[config.mk]
export PLATFORM = sky130hd
export DESIGN_NAME = adder_bist
export DESIGN_NICKNAME = d
export VERILOG_FILES = /design/src/rtl/adder_bist_pkg.sv /design/src/rtl/adder_bist_checker.sv /design/src/rtl/adder_bist.sv
export SDC_FILE = /design/constraint.sdc
export NUM_CORES = 1
export LEC_CHECK = 0
export ABC_CLOCK_PERIOD_IN_PS = 3400
export BUFFER_PORTS_ARGS = -buffer_cell sky130_fd_sc_hd__buf_2
export CORE_ASPECT_RATIO = 0.6
export CORE_MARGIN = 2
export CORE_UTILIZATION = 40
export CTS_BUF_LIST = sky130_fd_sc_hd__clkbuf_8
export DETAILED_ROUTE_END_ITERATION = 8
export GPL_TIMING_DRIVEN = 0
export PLACE_DENSITY_LB_ADDON = 0.08
export SLEW_MARGIN = 10
export SYNTH_ARGS = -nofsm -noshare
export SYNTH_HDL_FRONTEND = slang
export SYNTH_SLANG_ARGS = --single-unit
[constraint.sdc]
create_clock -name clk -period 3.4 [get_ports clk]
set_input_delay 0.68 -clock clk [delete_from_list [all_inputs] [get_ports clk]]
set_output_delay 0.68 -clock clk [all_outputs]
set_load 0.01 [all_outputs]
[src/rtl/adder_bist_pkg.sv]
// adder_bist_pkg: shared state encoding and width helpers for the adder self-test engine
package adder_bist_pkg;

    typedef enum logic [2:0] {
        IDLE,
        APPLY,
        SETTLE,
        CHECK,
        DONE
    } bist_state_e;

    function automatic int vec_w(input int numbits);
        return 2 * numbits + 1;
    endfunction

    function automatic int cnt_w(input int numbits);
        return 2 * numbits + 2;
    endfunction

endpackage

[src/rtl/adder_bist_checker.sv]
// adder_bist_checker: golden-sum compare with run statistics for the adder self-test
module adder_bist_checker
    import adder_bist_pkg::*;
#(
    parameter int NUMBITS = 4
) (
    input  logic                        clk,
    input  logic                        rst_n,
    input  logic                        clear,
    input  logic                        check,
    input  logic [vec_w(NUMBITS)-1:0]   vec,
    input  logic [NUMBITS-1:0]          a,
    input  logic [NUMBITS-1:0]          b,
    input  logic                        cin,
    input  logic [NUMBITS-1:0]          s,
    input  logic                        cout,
    output logic                        mismatch,
    output logic [cnt_w(NUMBITS)-1:0]   tests_run,
    output logic [cnt_w(NUMBITS)-1:0]   err_count,
    output logic [vec_w(NUMBITS)-1:0]   first_fail
);
    localparam int CW = cnt_w(NUMBITS);

    logic [NUMBITS:0] golden;

    assign golden   = {1'b0, a} + {1'b0, b} + {{NUMBITS{1'b0}}, cin};
    assign mismatch = golden != {cout, s};

    // Statistics clear on a new run and advance once per checked vector
    always_ff @(posedge clk or negedge rst_n) begin
        if (!rst_n) begin
            tests_run  <= '0;
            err_count  <= '0;
            first_fail <= '0;
        end else if (clear) begin
            tests_run  <= '0;
            err_count  <= '0;
            first_fail <= '0;
        end else if (check) begin
            tests_run <= tests_run + CW'(1);
            if (mismatch) begin
                err_count <= err_count + CW'(1);
                if (err_count == '0)
                    first_fail <= vec;
            end
        end
    end

endmodule

[src/rtl/adder_bist.sv]
// adder_bist: exhaustive clocked self-test engine for an adder instance
module adder_bist
    import adder_bist_pkg::*;
#(
    parameter int NUMBITS       = 4,
    parameter int SETTLE_CYCLES = 3
) (
    input  logic                        clk,
    input  logic                        rst_n,
    input  logic                        start,
    output logic [NUMBITS-1:0]          dut_a,
    output logic [NUMBITS-1:0]          dut_b,
    output logic                        dut_cin,
    input  logic [NUMBITS-1:0]          dut_s,
    input  logic                        dut_cout,
    output logic                        busy,
    output logic                        done,
    output logic                        pass,
    output logic [cnt_w(NUMBITS)-1:0]   tests_run,
    output logic [cnt_w(NUMBITS)-1:0]   err_count,
    output logic [vec_w(NUMBITS)-1:0]   first_fail
);
    localparam int VW = vec_w(NUMBITS);
    localparam int SW = SETTLE_CYCLES > 1 ? $clog2(SETTLE_CYCLES) : 1;
    localparam logic [SW-1:0] SETTLE_LOAD = SW'(SETTLE_CYCLES > 0 ? SETTLE_CYCLES - 1 : 0);

    bist_state_e   state;
    logic [VW-1:0] v;
    logic [SW-1:0] cnt;
    logic          mismatch;
    logic          clear;
    logic          check;

    assign clear = (state == IDLE || state == DONE) && start;
    assign check = state == CHECK;

    // Sequencer: vector register, settle down-counter and status flags; operands move only when entering APPLY
    always_ff @(posedge clk or negedge rst_n) begin
        if (!rst_n) begin
            state   <= IDLE;
            v       <= '0;
            cnt     <= '0;
            dut_a   <= '0;
            dut_b   <= '0;
            dut_cin <= 1'b0;
            busy    <= 1'b0;
            done    <= 1'b0;
            pass    <= 1'b0;
        end else begin
            case (state)
                IDLE, DONE: if (start) begin
                    state                   <= APPLY;
                    v                       <= '0;
                    {dut_a, dut_b, dut_cin} <= '0;
                    busy                    <= 1'b1;
                    done                    <= 1'b0;
                    pass                    <= 1'b0;
                end
                APPLY: begin
                    state <= SETTLE_CYCLES > 0 ? SETTLE : CHECK;
                    cnt   <= SETTLE_LOAD;
                end
                SETTLE: if (cnt == '0) state <= CHECK; else cnt <= cnt - SW'(1);
                CHECK: if (&v) begin
                    state <= DONE;
                    busy  <= 1'b0;
                    done  <= 1'b1;
                    pass  <= err_count == '0 && !mismatch;
                end else begin
                    state                   <= APPLY;
                    v                       <= v + VW'(1);
                    {dut_a, dut_b, dut_cin} <= v + VW'(1);
                end
                default: state <= IDLE;
            endcase
        end
    end

    adder_bist_checker #(.NUMBITS(NUMBITS)) u_checker (
        .clk       (clk),
        .rst_n     (rst_n),
        .clear     (clear),
        .check     (check),
        .vec       (v),
        .a         (dut_a),
        .b         (dut_b),
        .cin       (dut_cin),
        .s         (dut_s),
        .cout      (dut_cout),
        .mismatch  (mismatch),
        .tests_run (tests_run),
        .err_count (err_count),
        .first_fail(first_fail)
    );

endmodule

==> impl_metrics.json <==
{
  "status": "completed",
  "tritoncts_num_sinks": 46,
  "cell_variety_after_synth": 44,
  "firstDrtPassIters": 4,
  "antenna_found_initial": 0,
  "post_route_cells_drive_above_1_share": 0.208,
  "fin_crit_sh": 0.895,
  "gp_routability_congestion": 0.831,
  "routed-via-count": 2006,
  "ff2ff_setup_slack_ps": 360,
  "tightest_slew_ps": 1050,
  "number_of_filler_instances_in_the_final_layout": 591,
  "max_freq_mhz": 329,
  "ys_ff_latch": 46,
  "timing.final.hold_violations": 0,
  "worst_setup_hold_path_clk_slew_ps": 90,
  "timing.critical_path.fanout_max": 4,
  "setup_viol": 0,
  "ios": 49,
  "synth_cells": 256,
  "cts-root-to-sink-buffers": 2,
  "detailed_place.area_um2": 2860,
  "synth.net_count": 275,
  "busiest_layer": "met1",
  "antenna-diode-count": 0,
  "required_ps": 3640,
  "cts.root.buffer_cell": "sky130_fd_sc_hd__clkbuf_8",
  "insertion_delay_ps": 310,
  "fin_worst_skew_ps": 9.15,
  "synth-warning-count": 0,
  "met1_usage": 0.273,
  "h_tree_level_count": 2,
  "critical-path-top-cell-by-count": "sky130_fd_sc_hd__fa_1",
  "drt.antenna.violating_nets": 0,
  "worst_hold_slack_ps": 500,
  "design_area_um2": 2960,
  "core_region_area_um2": 6080,
  "worstPathCellList": "fa_1 -> fa_1 -> a21o_1 -> a21oi_1 -> xor2_1 -> a2111oi_0 -> mux2i_1",
  "global_route_wire_length_before_repair_mm": 9.84,
  "viasPerCell": 5.07,
  "avgSynthCellArea_um2": 9.83,
  "timing.critical_path.to_type": "flop",
  "layout.area.seq_um2": 1150,
  "cts-buffers-inserted": 5,
  "cts_tree": "built",
  "dr.first_iter.drc_count": 64,
  "place_inst": 388,
  "maximum_number_of_pins_on_one_net_before_global_route_repair": 47,
  "floorplan.initialDensity": 0.414,
  "power.density_cell_area_nw_per_um2": 620,
  "synth_enable_flop_cells": 0,
  "maxSlewViolCount": 0,
  "vdd_drop_max_mv": 0.274,
  "drv_cap": 0,
  "fp.dieArea_um2": 6960,
  "floorplan.die.height_um": 65.5,
  "synth_async_sr_flop_share": 1.00,
  "cts.repair_timing.setup_buffer_count": 0,
  "first_global_vias": 1938,
  "remaining_drc_errors": 0,
  "grtUsageMet2": 0.268,
  "grt_setup_unrepaired": "false",
  "min-delay-path-class": "reg2reg",
  "critical-path-slowest-cell": "sky130_fd_sc_hd__a2111oi_0",
  "postCtsHoldBufs": 0,
  "timing.critical_path.arrival_ps": 3280,
  "routedWlPerCell_um": 14.9,
  "multiInputGateArea_um2": 1250,
  "post_layout_cell_count": 396,
  "layout-area-overhead-vs-synth_pct": 17.5,
  "die_w_um": 106,
  "total_grt_overflow": 0,
  "layout.nets": 330,
  "worst-setup-path-type": "reg2reg",
  "rows": 22,
  "critPathLaunchType": "flop",
  "met3_usage": 0.0446,
  "relSlewSlack": 0.301,
  "port-buffer-count": 48,
  "synthFlopType": "sky130_fd_sc_hd__dfrtp_1",
  "period_needed_ps": 3040,
  "synth_sequential_area_ratio": 0.457,
  "leakage_nw": 1.55,
  "finalSetupTns_ps": 0,
  "track_usage": 0.185,
  "place_hpwl_mm": 4.14,
  "synthesis.area_um2": 2520,
  "post_cts_resize_count": 0,
  "wirelength_mm": 5.89,
  "max_stage_delay_ps": 630
}
-- kinds of logic after synthesis --
family	Yosys count	synth area share
AND/OR/NAND/NOR	101	0.193
flip-flops	46	0.457
AO/OA/AOI/OAI	30	0.0825
buffers and inverters	26	0.0472
XOR/XNOR	22	0.0795
multiplexers	20	0.0800
adder cells (fa/ha/maj)	11	0.0606
-- worst paths after layout --
check	startpoint	to	cells past startpoint
worst max-delay path	dut_a[0]	u_checker.err_count[7]	7
worst min-delay path	pass	pass	1
worst max register to register	dut_a[0]	u_checker.err_count[7]	7
worst min register to register	pass	pass	1
max in group asynchronous	rst_n	v[4]	1
min in group asynchronous	rst_n	done	1
-- worst max-delay path: cells and delay by family (launching register included) --
kind                     cells  cell delay (ps)
XOR/XNOR                     1              200
adder cells (fa/ha/maj)      2              940
multiplexers                 1              240
AO/OA/AOI/OAI                3             1160
flip-flops                   1              440
-- power breakdown --
| part | total [mW] | leakage (nW) | switching, mW | internal, mW |
|---|---|---|---|---|
| Combinational | 0.724 | 0.886 | 0.431 | 0.293 |
| Sequential | 0.745 | 0.619 | 0.103 | 0.641 |
| Clock | 0.366 | 0.0472 | 0.202 | 0.164 |
-- layout make-up --
type,count,area share
buffer,10,0.0199
clock buffer,6,0.0279
clock inverter,2,0.00423
inverter,16,0.0203
multi-input combinational,184,0.422
sequential,46,0.389
tap,84,0.0355
timing repair buffer,48,0.0812
-- registers in the layout, summed over array words and instances (netlist names) --
register	flops
u_checker.err_count	10
dut_b	3
u_checker.tests_run	10
dut_a	4
v	1
done	1
state	3
cnt	2
dut_cin	1
busy	1
u_checker.first_fail	9
pass	1
-- routing by layer --
| metal | share of wire | wire length, um |
|---|---|---|
| met1 | 0.53 | 3120 |
| met2 | 0.40 | 2380 |
| met3 | 0.055 | 327 |
| met4 | 0.012 | 69 |
| met5 | 0 | 0 |
-- stage by stage --
step	util	setup slack, ps	power, mW
2_1_floorplan	-	553	1.25
3_3_place_gp	0.471	433	1.48
3_5_place_dp	0.471	387	1.49
4_1_cts	0.486	357	1.86
5_1_grt	0.486	179	1.98
6_report	0.486	356	1.84
-- cell usage after synthesis (2+ instances only) --
cell type	instances	area, um2
sky130_fd_sc_hd__a21oi_1	8	40.0
sky130_fd_sc_hd__and3_1	4	25.0
sky130_fd_sc_hd__and4_1	2	17.5
sky130_fd_sc_hd__buf_2	2	10.0
sky130_fd_sc_hd__clkbuf_1	5	18.8
sky130_fd_sc_hd__dfrtp_1	46	1150
sky130_fd_sc_hd__fa_1	2	40.0
sky130_fd_sc_hd__ha_1	9	113
sky130_fd_sc_hd__inv_1	16	60.1
sky130_fd_sc_hd__mux2i_1	19	190
sky130_fd_sc_hd__nand2_1	35	131
sky130_fd_sc_hd__nand2b_1	4	25.0
sky130_fd_sc_hd__nand3_1	12	60.1
sky130_fd_sc_hd__nand4_1	6	37.5
sky130_fd_sc_hd__nor2_1	25	93.8
sky130_fd_sc_hd__nor3_1	2	10.0
sky130_fd_sc_hd__nor4_1	4	25.0
sky130_fd_sc_hd__o211ai_1	2	15.0
sky130_fd_sc_hd__o21a_1	2	15.0
sky130_fd_sc_hd__o21ai_0	7	35.0
sky130_fd_sc_hd__o21ai_1	2	10.0
sky130_fd_sc_hd__xnor2_1	7	61.3
sky130_fd_sc_hd__xor2_1	14	123
-- layout by cell type, fill, tap and decap left out, types with 2 or more instances in the layout --
cell and n:
sky130_fd_sc_hd__a21oi_1 8, sky130_fd_sc_hd__clkbuf_1 5, sky130_fd_sc_hd__nor2_1 25, sky130_fd_sc_hd__o21ai_0 7
sky130_fd_sc_hd__nand4_1 6, sky130_fd_sc_hd__o21ai_1 2, sky130_fd_sc_hd__o211ai_1 2, sky130_fd_sc_hd__clkbuf_8 6
sky130_fd_sc_hd__dfrtp_1 46, sky130_fd_sc_hd__nand2b_1 4, sky130_fd_sc_hd__xor2_1 14, sky130_fd_sc_hd__nor4_1 4
sky130_fd_sc_hd__o21a_1 2, sky130_fd_sc_hd__nor3_1 2, sky130_fd_sc_hd__mux2i_1 19, sky130_fd_sc_hd__and3_1 4
sky130_fd_sc_hd__ha_1 9, sky130_fd_sc_hd__xnor2_1 7, sky130_fd_sc_hd__nand3_1 12, sky130_fd_sc_hd__fa_1 2
sky130_fd_sc_hd__buf_2 50, sky130_fd_sc_hd__inv_1 16, sky130_fd_sc_hd__and4_1 2, sky130_fd_sc_hd__nand2_1 35
Note: power is estimated with default switching activity, not from simulation.
